--- config.mk ---
export PLATFORM = sky130hd
export DESIGN_NAME = spram_arbiter
export DESIGN_NICKNAME = d
export VERILOG_FILES = /design/src/rtl/spram_arbiter.sv
export SDC_FILE = /design/constraint.sdc
export NUM_CORES = 1
export LEC_CHECK = 0
export BUFFER_PORTS_ARGS = -buffer_cell sky130_fd_sc_hd__buf_4
export CAP_MARGIN = 20
export CORE_AREA = 2 2 100 102
export DETAILED_ROUTE_END_ITERATION = 7
export DIE_AREA = 0 0 102 104
export GPL_ROUTABILITY_DRIVEN = 0
export PLACE_DENSITY_LB_ADDON = 0.2
export RECOVER_POWER = 100
export SLEW_MARGIN = 20
export SYNTH_ARGS = -nofsm -noshare
export SYNTH_HDL_FRONTEND = slang
export SYNTH_SLANG_ARGS = --single-unit
export TNS_END_PERCENT = 50
--- constraint.sdc ---
create_clock -name clk -period 2.3 [get_ports clk]
set_clock_uncertainty 0.15 [all_clocks]
set_input_delay 0.115 -clock clk [delete_from_list [all_inputs] [get_ports clk]]
set_output_delay 0.115 -clock clk [all_outputs]
set_load 0.02 [all_outputs]
--- src/rtl/spram_arbiter.sv ---
// spram_arbiter: shares one single-port SPRAM between the CPU pipeline
// (port A, priority) and a secondary bus master (port B). At most one access
// reaches the memory per cycle. A bounded-starvation counter forces a B grant
// after MAX_GRANTS consecutive A grants while B waits. Read data returns one
// cycle after the grant, tagged to the port that issued the read.
module spram_arbiter #(
  parameter int ADDR_WIDTH = 14,
  parameter int MAX_GRANTS = 4
) (
  input  logic                  clk,
  input  logic                  rstn,

  input  logic                  a_req,
  input  logic                  a_wren,
  input  logic [3:0]            a_wmask,
  input  logic [31:0]           a_wdata,
  input  logic [ADDR_WIDTH-1:0] a_addr,
  output logic                  a_gnt,
  output logic                  a_rvalid,
  output logic [31:0]           a_rdata,

  input  logic                  b_req,
  input  logic                  b_wren,
  input  logic [3:0]            b_wmask,
  input  logic [31:0]           b_wdata,
  input  logic [ADDR_WIDTH-1:0] b_addr,
  output logic                  b_gnt,
  output logic                  b_rvalid,
  output logic [31:0]           b_rdata,

  output logic                  mem_wren,
  output logic [3:0]            mem_wmask,
  output logic [31:0]           mem_wdata,
  output logic [ADDR_WIDTH-1:0] mem_addr,
  input  logic [31:0]           mem_rdata
);

  localparam int CNT_W = (MAX_GRANTS < 1) ? 1 : $clog2(MAX_GRANTS + 1);
  localparam logic [CNT_W-1:0] CNT_MAX = CNT_W'(MAX_GRANTS);

  // Number of A grants B has sat through since it last got the memory.
  logic [CNT_W-1:0] starve_cnt;
  logic [CNT_W-1:0] starve_cnt_nxt;

  // {a_pend, b_pend}: which port owns the read data arriving next cycle.
  logic [1:0] rd_owner;
  logic [1:0] rd_owner_nxt;
  logic       a_pend;
  logic       b_pend;

  logic       b_turn;

  assign b_turn = (starve_cnt == CNT_MAX);

  // Grant decision: A wins contention unless B has waited MAX_GRANTS grants.
  always_comb begin
    a_gnt = 1'b0;
    b_gnt = 1'b0;
    if (rstn) begin
      if (a_req && b_req) begin
        if (b_turn) begin
          b_gnt = 1'b1;
        end else begin
          a_gnt = 1'b1;
        end
      end else begin
        a_gnt = a_req;
        b_gnt = b_req;
      end
    end
  end

  // Memory port mux: granted port drives the SPRAM, idle cycles park on port A
  // with writes and byte lanes disabled.
  always_comb begin
    mem_addr  = a_addr;
    mem_wdata = a_wdata;
    mem_wren  = 1'b0;
    mem_wmask = '0;
    if (b_gnt) begin
      mem_addr  = b_addr;
      mem_wdata = b_wdata;
      mem_wren  = b_wren;
      mem_wmask = b_wren ? b_wmask : '0;
    end else if (a_gnt) begin
      mem_wren  = a_wren;
      mem_wmask = a_wren ? a_wmask : '0;
    end
  end

  // Starvation counter next state: clears when B is served or stops asking,
  // counts A grants taken while B waits, saturating at MAX_GRANTS.
  always_comb begin
    starve_cnt_nxt = starve_cnt;
    if (!b_req || b_gnt) begin
      starve_cnt_nxt = '0;
    end else if (a_gnt && (starve_cnt != CNT_MAX)) begin
      starve_cnt_nxt = starve_cnt + CNT_W'(1);
    end
  end

  // Read ownership for the next cycle: set only by a read grant.
  always_comb begin
    rd_owner_nxt = {a_gnt & ~a_wren, b_gnt & ~b_wren};
  end

  // State registers with synchronous active-low reset.
  always_ff @(posedge clk) begin
    if (!rstn) begin
      starve_cnt <= '0;
      rd_owner   <= '0;
    end else begin
      starve_cnt <= starve_cnt_nxt;
      rd_owner   <= rd_owner_nxt;
    end
  end

  assign {a_pend, b_pend} = rd_owner;

  // Read return: data is shared, rvalid says which port it belongs to.
  assign a_rvalid = a_pend;
  assign b_rvalid = b_pend;
  assign a_rdata  = mem_rdata;
  assign b_rdata  = mem_rdata;

endmodule

Word level (Yosys, flattened, before mapping). Cells that the tools add are included.

Flip-flop bits (word level): 5. Bits of input ports: 138. Output and inout bits: 119. Logic and storage cells: 29.

Add/subtract/negate cells: 1. Equality and inequality tests: 2. Mux-type cells: 14. Bitwise operators: 5. Reduce and logical (&&, ||, !) cells: 5.

Operators with widths (number): 32-bit two-way mux (1); 4-bit two-way mux (4); 14-bit two-way mux (1); 1-bit two-way mux (8); 3-bit by 1-bit adder with 3-bit output (second input constant) (1); 3-bit equality test (second input constant) (1); 3-bit inequality test (second input constant) (1); 1-bit inverter (3); 1-bit AND (2); 1-bit logical AND (2); 2-bit OR reduction (1); 1-bit zero test (1); 1-bit logical OR (1).

Longest topological paths before layout. Gate-level depths: netlist of the first run.

Depth in word-level cells: 6. Gate-level depth with buffers: 6.

Least setup slack after synthesis of the first run. Ideal clock, no wire load.

Path type: register -> output. Start: reg starve_cnt[0]. End: out mem_wdata[17]. Arrival time: 1.590 ns. Data required time: 2.035 ns. Setup slack: 0.445 ns. Stages on the path, launching flop included: 7. Path buffers: 1. Path through: dfxtp_1 -> inv_1 -> ha_1 -> nand2_1 -> a21boi_4 -> buf_4 -> mux2_1.

Cells in the longest elaborated chain, start to end: 5.

Ends and longest elaborated chain: from (decl) (line 42) `logic [CNT_W-1:0] starve_cnt;`; from (signal assigned) (line 113) `starve_cnt <= starve_cnt_nxt;`; 3-bit equality test (line 53) `assign b_turn = (starve_cnt == CNT_MAX);`; 1-bit two-way mux (line 61) `if (b_turn) begin`; 1-bit two-way mux (line 60) `if (a_req && b_req) begin`; 1-bit two-way mux (line 59) `if (rstn) begin`; named net b_gnt (line 27) `output logic b_gnt,`; 32-bit two-way mux (line 80) `if (b_gnt) begin`; to (decl) (line 33) `output logic [31:0] mem_wdata,`.

The timed path passes the listed nets, and every way through them passes these cells.

Final worst setup path of the first run.
Start: reg starve_cnt[0]. End: out mem_wdata[22].

Cells in the longest elaborated chain, start to end: 5.

Ends and longest elaborated chain (line): 3-bit equality test (53); 1-bit two-way mux (61); 1-bit two-way mux (60); 1-bit two-way mux (59); 32-bit two-way mux (80).

Every way passes these cells.

==> metrics.md, run 1 <==
| Metric | Value |
|---|---|
| Final hold vios | `0` |
| F_max | `461 MHz` |
| WL/cell | `about 12 um` |
| First-pass DRT Iterations | `2` |
| Min Tclk post-route | `2.17 ns` |
| 1st-iter DRT viols | `21` |
| GRT Util Overall | `0.0738` |
| Worst min-delay path category | `primary input to flop` |
| Worst EP arrival | `approximately 1.9 ns` |
| Pwr dens | `approximately 300 nW/um2` |
| Switching Share | `0.325` |
| N_diodes | `0` |
| Least-Margin Pin Slew | `0.483 ns` |
| Final setup viols | `0` |
| Core area | `around 9500 um2` |
| Number of global-route vias before repair | `around 1300` |
| Post-synth ARST share | `0` |
| Slowest CP cell | `mux2_2` |
| Vias post-DR | `1327` |
| Count leader, synth | `buf_4` |
| Sequential fraction of the synthesis area | `0.0748` |
| Sequential fraction of design power | `0.138` |
| Psw | `between 200 and 250 uW` |
| Flop and latch count out of synthesis | `5` |
| Clock Sinks | `5` |
| DR vias/cell | `3.53` |
| Die ar. | `roughly 11000 um2` |
| Die X | `102 um` |
| Setup Buffers After CTS | `0` |
| Final core occ | `0.229` |
| Area grow syn2layout | `63.1%` |
| Gate Count Post-Synth | `around 140` |
| Status | `complete, no violations` |
| Peak VDD IR | `about 160 uV` |
| Mean Syn Cell Area | `9.36 um2` |
| TritonCTS Buffers | `3` |
| Finished Layout Cells | `around 380` |
| Worst hold slack | `roughly 0.039 ns` |
| Port bufs | `160` |
| Drt total wl | `roughly 4500 um` |
| CP Capture Type | `primary output` |
| Clk root buf | `clkbuf_8` |
| DRC | `0` |
| Dpl cell area | `about 2200 um2` |
| TritonCTS clock tree | `done` |
| Kind of critical path | `flop to primary output` |
| Post-synth EDFFs | `0` |
| Combinational power share | `0.613` |
| Dpl hpwl | `just under 4000 um` |
| Die Ht | `roughly 100 um` |
| Final nets | `about 380` |
| Placed cells | `between 300 and 400` |
| Synthesized Nets | `between 200 and 300` |
| Cell variety after synth | `19` |
| Crit-path max cell delay | `about 0.37 ns` |
| Cell Area, Synth | `~1300 um2` |
| Max-cap violations | `0` |
| # fillers | `roughly 1100` |
| Final ANT Viol Nets | `0` |
| Max-slew headroom | `0.676` |
| Design area | `~2200 um2` |
| Int Power | `approximately 440 uW` |
| H-tree levels | `1` |
| Largest cells by area after synthesis | `buf_4, mux2_2, dfxtp_1` |
| Row count | `36` |
| Initial antenna violation count | `0` |
| First-pass GRT wire length | `approximately 6300 um` |
| RSZ-0062 raised after global routing | `true` |
| Clock power share | `0.249` |
| Largest net degree at the start of global routing | `24` |
| Share of the synthesized area in the top cell type | `0.364` |
| YS warnings | `0` |
| Crit path cell chain | `inv_1, ha_1, nand2_1, a21boi_4, buf_6, mux2_2, buf_4` |
| Top_reg_cell synth | `dfxtp_1` |
| CTS max path bufs | `2` |
| Tcrit/Tclk final | `0.944` |
| Top post-synthesis cells by count | `buf_4, mux2_2, dfxtp_1` |
| Grt total ovfl | `0` |
| Leakage power | `around 1.1 nW` |
| Cell accounting for the most synthesized area | `buf_4` |
| CP required | `between 2 and 2.5 ns` |
| Slew Limit Fails | `0` |
| Clock Latency Late Sink | `roughly 0.22 ns` |
| Starting Density | `0.140` |
| Layout cells sized above 1 | `0.835` |
| Top Ports | `~260` |
| Clock-pin slew on the worst setup and hold paths | `approximately 0.040 ns` |
| Worst Setup Start Kind | `flop` |
| Critical-path maximum fanout | `23` |
==> timing repair <==
| item | 4_1_cts | 5_1_grt |
|---|---|---|
| endpoints found under the setup margin | 0 | 35 |
| hold buffers | 2 | 0 |
| gates resized for setup | 0 | 2 |
| hold endpoints to repair | 2 | 0 |
==> metrics by stage <==
| stage | power [mW] | setup TNS [ns] | setup slack (ns) |
|---|---|---|---|
| 6_report | 0.652 | 0 | 0.130 |
| 5_1_grt | 0.691 | -0.0135 | -0.0115 |
| 4_1_cts | 0.683 | 0 | 0.0405 |
| 3_5_place_dp | 0.511 | 0 | 0.283 |
| 3_3_place_gp | 0.510 | 0 | 0.310 |
| 2_1_floorplan | 0.433 | 0 | 0.445 |
==> critical path: cells and delay by family, from the launching register on <==
| kind | cells | cell delay, ns |
|---|---|---|
| and+or+nand+nor | 1 | 0.13 |
| DFF | 1 | 0.30 |
| buffers and inverters | 3 | 0.47 |
| adders and majority gates | 1 | 0.20 |
| muxes | 1 | 0.37 |
| AOI/OAI and AO/OA | 1 | 0.21 |
==> cell families after synthesis <==
logic type,Yosys count,synth area share
AOI/OAI and AO/OA,8,0.0589
adders and majority gates,2,0.0187
buffers and inverters,71,0.407
DFF,5,0.0748
muxes,47,0.395
and+or+nand+nor,10,0.0449
==> registers in the layout, indices dropped and copies added, names as in the netlist <==
name        flops
rd_owner        2
starve_cnt      3
==> power by group through the flow <==
stage                     logic [mW]  clock network, mW  registers (mW)
final                          0.400              0.162          0.0900
after CTS                      0.425              0.168          0.0900
after global placement         0.419                  0          0.0913
after detailed placement       0.420                  0          0.0913
after floorplan                0.340                  0          0.0928
after global routing           0.427              0.173          0.0902
==> area by class of cell <==
cell class	instances	area, um2	share of cell area
inverter	2	7.51	0.00344
tap	133	166	0.0762
sequential	5	100	0.0458
timing repair buffer	165	1170	0.536
multi-input combinational	67	693	0.317
clock buffer	4	45.0	0.0206
==> layer usage <==
layer | wire length, um | vias to the layer above | track usage
li1 | - | 630 | -
met5 | 0 | - | 0
met1 | 1510 | 580 | 0.0730
met2 | 2270 | 89 | 0.138
met4 | 144 | 0 | 0.0267
met3 | 518 | 28 | 0.0269
==> worst paths after layout <==
check                 from            end  slack [ns]  cells past startpoint
min                  a_req  starve_cnt[2]        0.04                      2
min reg2reg  starve_cnt[0]  starve_cnt[0]        0.42                      2
max          starve_cnt[0]  mem_wdata[22]        0.13                      7
max reg2reg  starve_cnt[0]    rd_owner[0]        0.82                      6
==> cells in the final DEF (no fill, tap or decap), drive strengths merged <==
cell type    Yosys  layout
nor2             1       1
clkbuf           2      28
a31oi            2       2
nand3            1       1
mux2            47      47
a32o             4       4
and4             2       2
a21boi           1       1
and3             1       1
a21o             1       1
inv              2       2
and2             1       1
dfxtp            5       5
buf             67     139
ha               2       2
dlygate4sd3      0       2
nand2            2       2
nor2b            2       2
No activity file was read; power rests on OpenSTA's default activity.
==> inputs of run 2 (changes only) <==
==> constraint.sdc (replaced) <==
create_clock -name clk -period 2.3 [get_ports clk]
set_clock_uncertainty 0.15 [all_clocks]
set_input_delay 0.46 -clock clk [delete_from_list [all_inputs] [get_ports clk]]
set_output_delay 0.46 -clock clk [all_outputs]
set_load 0.02 [all_outputs]
==> run 2 against run 1 <==
  * The flow now finishes with violations (setup timing)
  * Sequential share of layout area shrank 0.80 points
  * Routed wire length is 16% higher
  * Sequential power is essentially flat
  * Final cell count up 1.9%
  * Core utilization is 5.6 points higher
  * Critical path depth rose by 2
  * Largest cell class unchanged
==> metrics.md, run 2 (synthesis gave the netlist of run 1 again) <==
| Metric | Value |
|---|---|
| Grt total ovfl | `0` |
| Commonest cells after routing, fill and taps aside | `buf_4, buf_6, mux2_4, mux2_2` |
| Placed cells | `372` |
| Port bufs | `160` |
| H-tree levels | `1` |
| Cells on worst reg2reg path | `7` |
| Max-slew headroom | `0.682` |
| Clock power share | `0.213` |
| GRT Util Overall | `0.0907` |
| CTS max path bufs | `2` |
| Launch point of the worst path | `starve_cnt[1]` |
| Kind of critical path | `flop to primary output` |
| Min Tclk post-route | `between 2 and 2.5 ns` |
| Dpl cell area | `roughly 2200 um2` |
| WL/cell | `roughly 13 um` |
| Worst min-delay path category | `primary input to flop` |
| Switching Share | `0.312` |
| Die ar. | `~11000 um2` |
| Most common cell after layout, fill and taps aside | `buf_4` |
| Clock-pin slew on the worst setup and hold paths | `0.04 ns` |
| Least-Margin Pin Slew | `between 0.4 and 0.5 ns` |
| Final ANT Viol Nets | `0` |
| Crit path capture | `mem_addr[9]` |
| Die Ht | `104 um` |
| Overall power | `approximately 800 uW` |
| Finished Layout Cells | `383` |
| Psw | `between 200 and 250 uW` |
| # fillers | `1029` |
| Critical R2R Launch | `starve_cnt[1]` |
| Number of global-route vias before repair | `1542` |
| F_max | `414 MHz` |
| Int Power | `approximately 540 uW` |
| Largest net degree at the start of global routing | `16` |
| Max-cap violations | `0` |
| Initial antenna violation count | `0` |
| Register-to-register setup slack | `0.88 ns` |
| Met2 usage in global routing | `0.164` |
| Worst slack, placed | `-0.0306 ns` |
| N_diodes | `0` |
| RSZ-0062 raised after global routing | `true` |
| Worst Setup Start Kind | `flop` |
| Clock Latency Late Sink | `between 0.2 and 0.25 ns` |
| Worst EP arrival | `1.81 ns` |
| Area grow syn2layout | `103%` |
| Final hold vios | `0` |
| DRC | `0` |
| Row count | `36` |
| Slew Limit Fails | `0` |
| 1st-iter DRT viols | `16` |
| Failing checks | `setup timing` |
| Critical-path maximum fanout | `6` |
| Fin Setup TNS | `-3.32 ns` |
| Top reg by flops | `starve_cnt` |
| Final nets | `a little under 400` |
| Final worst-path setup slack | `-0.116 ns` |
| Combinational power share | `0.671` |
| First-pass DRT Iterations | `4` |
| Clock Sinks | `5` |
| Biggest regs | `starve_cnt (3), rd_owner (2)` |
| Drt total wl | `roughly 5200 um` |
| CP required | `approximately 1.7 ns` |
| Top Ports | `between 200 and 300` |
| FF-to-FF End | `rd_owner[0]` |
| Final setup viols | `46` |
| Starting Density | `0.140` |
| Layout cells sized above 1 | `0.896` |
| Busiest grt layer | `met2` |
| Dpl hpwl | `3730 um` |
| Design area | `roughly 2700 um2` |
| M3 GR Usage | `0.0262` |
| Pwr dens | `288 nW/um2` |
| CP Capture Type | `primary output` |
| TritonCTS clock tree | `done` |
| First-pass GRT wire length | `slightly below 8000 um` |
| Vias post-DR | `around 1400` |
| Leakage power | `roughly 1.4 nW` |
| Peak VDD IR | `between 100 and 150 uV` |
| TritonCTS Buffers | `3` |
| DR vias/cell | `approximately 3.7` |
| Tcrit/Tclk final | `1.05` |
| Die X | `between 100 and 150 um` |
| Clk root buf | `clkbuf_8` |
| Status | `finished with violations` |
| Sequential fraction of design power | `0.116` |
| Grt met1 use | `0.101` |
| Core area | `9550 um2` |
| Max FFs per register | `3` |
| # hold bufs at CTS | `0` |
run 2: changes by cell type in the layout (fill, tap and decap cells not counted), sizes merged:
cell         change
buf             +29
clkbuf          -20
dlygate4sd3      -2
run 2: layout make-up:
| cell class | instances | area [um2] | share of cell area |
|---|---|---|---|
| tap | 133 | 166 | 0.0613 |
| timing repair buffer | 172 | 1540 | 0.566 |
| clock buffer | 4 | 45.0 | 0.0166 |
| multi-input combinational | 67 | 856 | 0.315 |
| inverter | 2 | 7.51 | 0.00277 |
| sequential | 5 | 103 | 0.0378 |
run 2: worst min-delay path by stage:
stage | from | to | slack [ns] | depth (start not counted)
after detailed placement | starve_cnt[0] | starve_cnt[0] | 0.42 | 2
final | a_wren | rd_owner[1] | 0.25 | 2
after global placement | starve_cnt[0] | starve_cnt[0] | 0.42 | 2
after global routing | a_wren | rd_owner[1] | 0.25 | 2
after CTS | a_wren | rd_owner[1] | 0.25 | 2
after floorplan | starve_cnt[0] | starve_cnt[0] | 0.38 | 2
run 2: repair_timing:
item / CTS / global route
pin swaps: 2 / 0
buffers inserted: 5 / 0
cloned: 4 / 0
setup endpoints to repair: 50 / 50
gates resized for setup: 90 / 2
run 2: worst max-delay path, cell delays in order, from the launching register on:
cell and delay (ns):
dfxtp_2 0.32, inv_2 0.07, ha_4 0.15, nand2_4 0.06, a21boi_4 0.17, buf_12 0.14
buf_12 0.11, buf_16 0.12, mux2_4 0.30, buf_6 0.13
run 2: through the flow:
stage               hold WS, ns  utilization
floorplan                 0.376            -
CTS                       0.250        0.290
global placement          0.417        0.234
detailed placement        0.417        0.234
global route              0.250        0.284
finish                    0.251        0.284
run 2: layer usage:
metal,wire [um],vias to the layer above
met2,2680,95
met4,148,0
met3,532,28
li1,-,646
met1,1810,633
met5,0,-
run 2: power by group through the flow:
| stage | registers [mW] | clock network [mW] | logic [mW] |
|---|---|---|---|
| after floorplan | 0.0928 | 0 | 0.340 |
| after global placement | 0.0913 | 0 | 0.424 |
| after detailed placement | 0.0914 | 0 | 0.426 |
| after CTS | 0.0904 | 0.170 | 0.536 |
| after global routing | 0.0905 | 0.180 | 0.555 |
| final | 0.0903 | 0.167 | 0.524 |
==> inputs of run 3 (changes only) <==
--- a/config.mk
+++ b/config.mk
@@ -11,6 +11,7 @@
 export DETAILED_ROUTE_END_ITERATION = 7
 export DIE_AREA = 0 0 102 104
 export GPL_ROUTABILITY_DRIVEN = 0
+export MAX_ROUTING_LAYER = met4
 export PLACE_DENSITY_LB_ADDON = 0.2
 export RECOVER_POWER = 100
 export SLEW_MARGIN = 20
==> run 3 against run 2 <==
  * First-iteration DRC count stayed put
  * Clock power hardly changed
  * Largest power group unchanged
  * Fmax stayed put
  * Global-route usage is 0.25 points higher
  * Final cell count stayed put
  * Count of clock-buffer cells in the layout stayed put
  * Sequential power hardly changed
  * Hold slack stayed put
  * The flow still finishes with violations (setup timing)
  * Register-to-register slack hardly changed
  * Worst setup slack stayed put
  * Via count stayed put
==> metrics.md, run 3 (synthesis gave the netlist of run 1 again) <==
| Metric | Value |
|---|---|
| Final nets | `between 300 and 400` |
| Peak VDD IR | `about 110 uV` |
| Max-slew headroom | `0.682` |
| Top Ports | `between 200 and 300` |
| H-tree levels | `1` |
| Biggest regs | `starve_cnt (3), rd_owner (2)` |
| Clock Latency Late Sink | `roughly 0.22 ns` |
| Leakage power | `about 1.4 nW` |
| WL/cell | `between 10 and 15 um` |
| Cells on worst reg2reg path | `7` |
| Max FFs per register | `3` |
| Finished Layout Cells | `383` |
| DRC | `0` |
| Status | `finished with violations` |
| Final setup viols | `46` |
| Grt total ovfl | `0` |
| FF-to-FF End | `rd_owner[0]` |
| Final hold vios | `0` |
| RSZ-0062 raised after global routing | `true` |
| DR vias/cell | `about 3.7` |
| Overall power | `roughly 800 uW` |
| Top reg by flops | `starve_cnt` |
| Pwr dens | `288 nW/um2` |
| Clock-pin slew on the worst setup and hold paths | `around 0.04 ns` |
| F_max | `approximately 410 MHz` |
| Most common cell after layout, fill and taps aside | `buf_4` |
| # hold bufs at CTS | `0` |
| Hold Crit Endpoint | `rd_owner[1]` |
| Largest net degree at the start of global routing | `16` |
| Port bufs | `160` |
| Register-to-register setup slack | `0.88 ns` |
| Commonest cells after routing, fill and taps aside | `buf_4, buf_6, mux2_4, mux2_2` |
| N_diodes | `0` |
| Worst slack, placed | `-0.0306 ns` |
| Max-cap violations | `0` |
| TritonCTS clock tree | `done` |
| Layout cells sized above 1 | `0.896` |
| Failing checks | `setup timing` |
| Placed cells | `372` |
| Die ar. | `about 11000 um2` |
| GRT Util Overall | `0.0932` |
| Critical R2R Launch | `starve_cnt[1]` |
| Worst min-delay path category | `primary input to flop` |
| Dpl hpwl | `around 3700 um` |
| Core area | `9550 um2` |
| Row count | `36` |
| First-pass DRT Iterations | `4` |
| Final core occ | `0.284` |
| Clock Sinks | `5` |
| Die X | `slightly above 100 um` |
| Least-Margin Pin Slew | `0.475 ns` |
| # fillers | `about 1000` |
| Clk root buf | `clkbuf_8` |
| Dpl cell area | `~2200 um2` |
| Worst hold slack | `approximately 0.25 ns` |
| Final worst-path setup slack | `-0.116 ns` |
| Fin Setup TNS | `-3.32 ns` |
| Hold_sp | `a_wren` |
| 1st-iter DRT viols | `16` |
| CP required | `between 1.5 and 2 ns` |
| Worst Setup Start Kind | `flop` |
| Vias post-DR | `roughly 1400` |
| CP Capture Type | `primary output` |
| Kind of critical path | `flop to primary output` |
| Tcrit/Tclk final | `1.05` |
| Final ANT Viol Nets | `0` |
| Die Ht | `approximately 100 um` |
| Area grow syn2layout | `103%` |
| Worst EP arrival | `around 1.8 ns` |
| Starting Density | `0.140` |
| Drt total wl | `between 5000 and 6000 um` |
| First-pass GRT wire length | `about 7700 um` |
| Min Tclk post-route | `~2.4 ns` |
| CTS max path bufs | `2` |
| Initial antenna violation count | `0` |
| Number of global-route vias before repair | `between 1500 and 2000` |
| Critical-path maximum fanout | `6` |
| Hold Path Depth | `2` |
| Design area | `around 2700 um2` |
| Slew Limit Fails | `0` |
| TritonCTS Buffers | `3` |
==> run 3: cell counts in the layout (fill, tap and decap cells not counted) <==
No cell type changed its count.
==> run 3: layout make-up <==
cell class | count | area (um2) | area share
Tap cell | 133 | 166 | 0.0613
Timing Repair Buffer | 172 | 1540 | 0.566
Multi-Input combinational cell | 67 | 856 | 0.315
Inverter | 2 | 7.51 | 0.00277
Sequential cell | 5 | 103 | 0.0378
Clock buffer | 4 | 45.0 | 0.0166
==> run 3: worst max path at each step <==
stage	cells past startpoint	startpoint	to	slack, ns
floorplan	6	starve_cnt[0]	mem_wdata[17]	0.10
global placement	6	rstn	mem_wdata[11]	-0.008
detailed placement	6	rstn	mem_wdata[11]	-0.03
CTS	9	starve_cnt[1]	mem_wdata[11]	-0.11
global route	9	starve_cnt[0]	mem_addr[9]	-0.19
finish	9	starve_cnt[1]	mem_addr[9]	-0.12
==> run 3: worst max-delay path: stages, from the launching register on <==
cell and delay (ns):
dfxtp_2 0.32, inv_2 0.07, ha_4 0.15, nand2_4 0.06, a21boi_4 0.17, buf_12 0.14, buf_12 0.11, buf_16 0.12
mux2_4 0.30, buf_6 0.13
==> run 3: report_power, final <==
part           total, mW  switching, mW  internal [mW]
clock              0.167         0.0472          0.119
combinational      0.524          0.196          0.329
sequential        0.0903       0.000856         0.0895
==> run 3: repair_timing <==
item / CTS / global route
gates resized for setup: 90 / 2
pin swaps: 2 / 0
setup endpoints to repair: 50 / 50
cloned: 4 / 0
buffers inserted: 5 / 0
==> run 3: layer usage <==
metal | wire, um | track usage
met5 | 0 | -
met3 | 525 | 0.0255
met2 | 2680 | 0.164
met1 | 1810 | 0.101
met4 | 148 | 0.0267
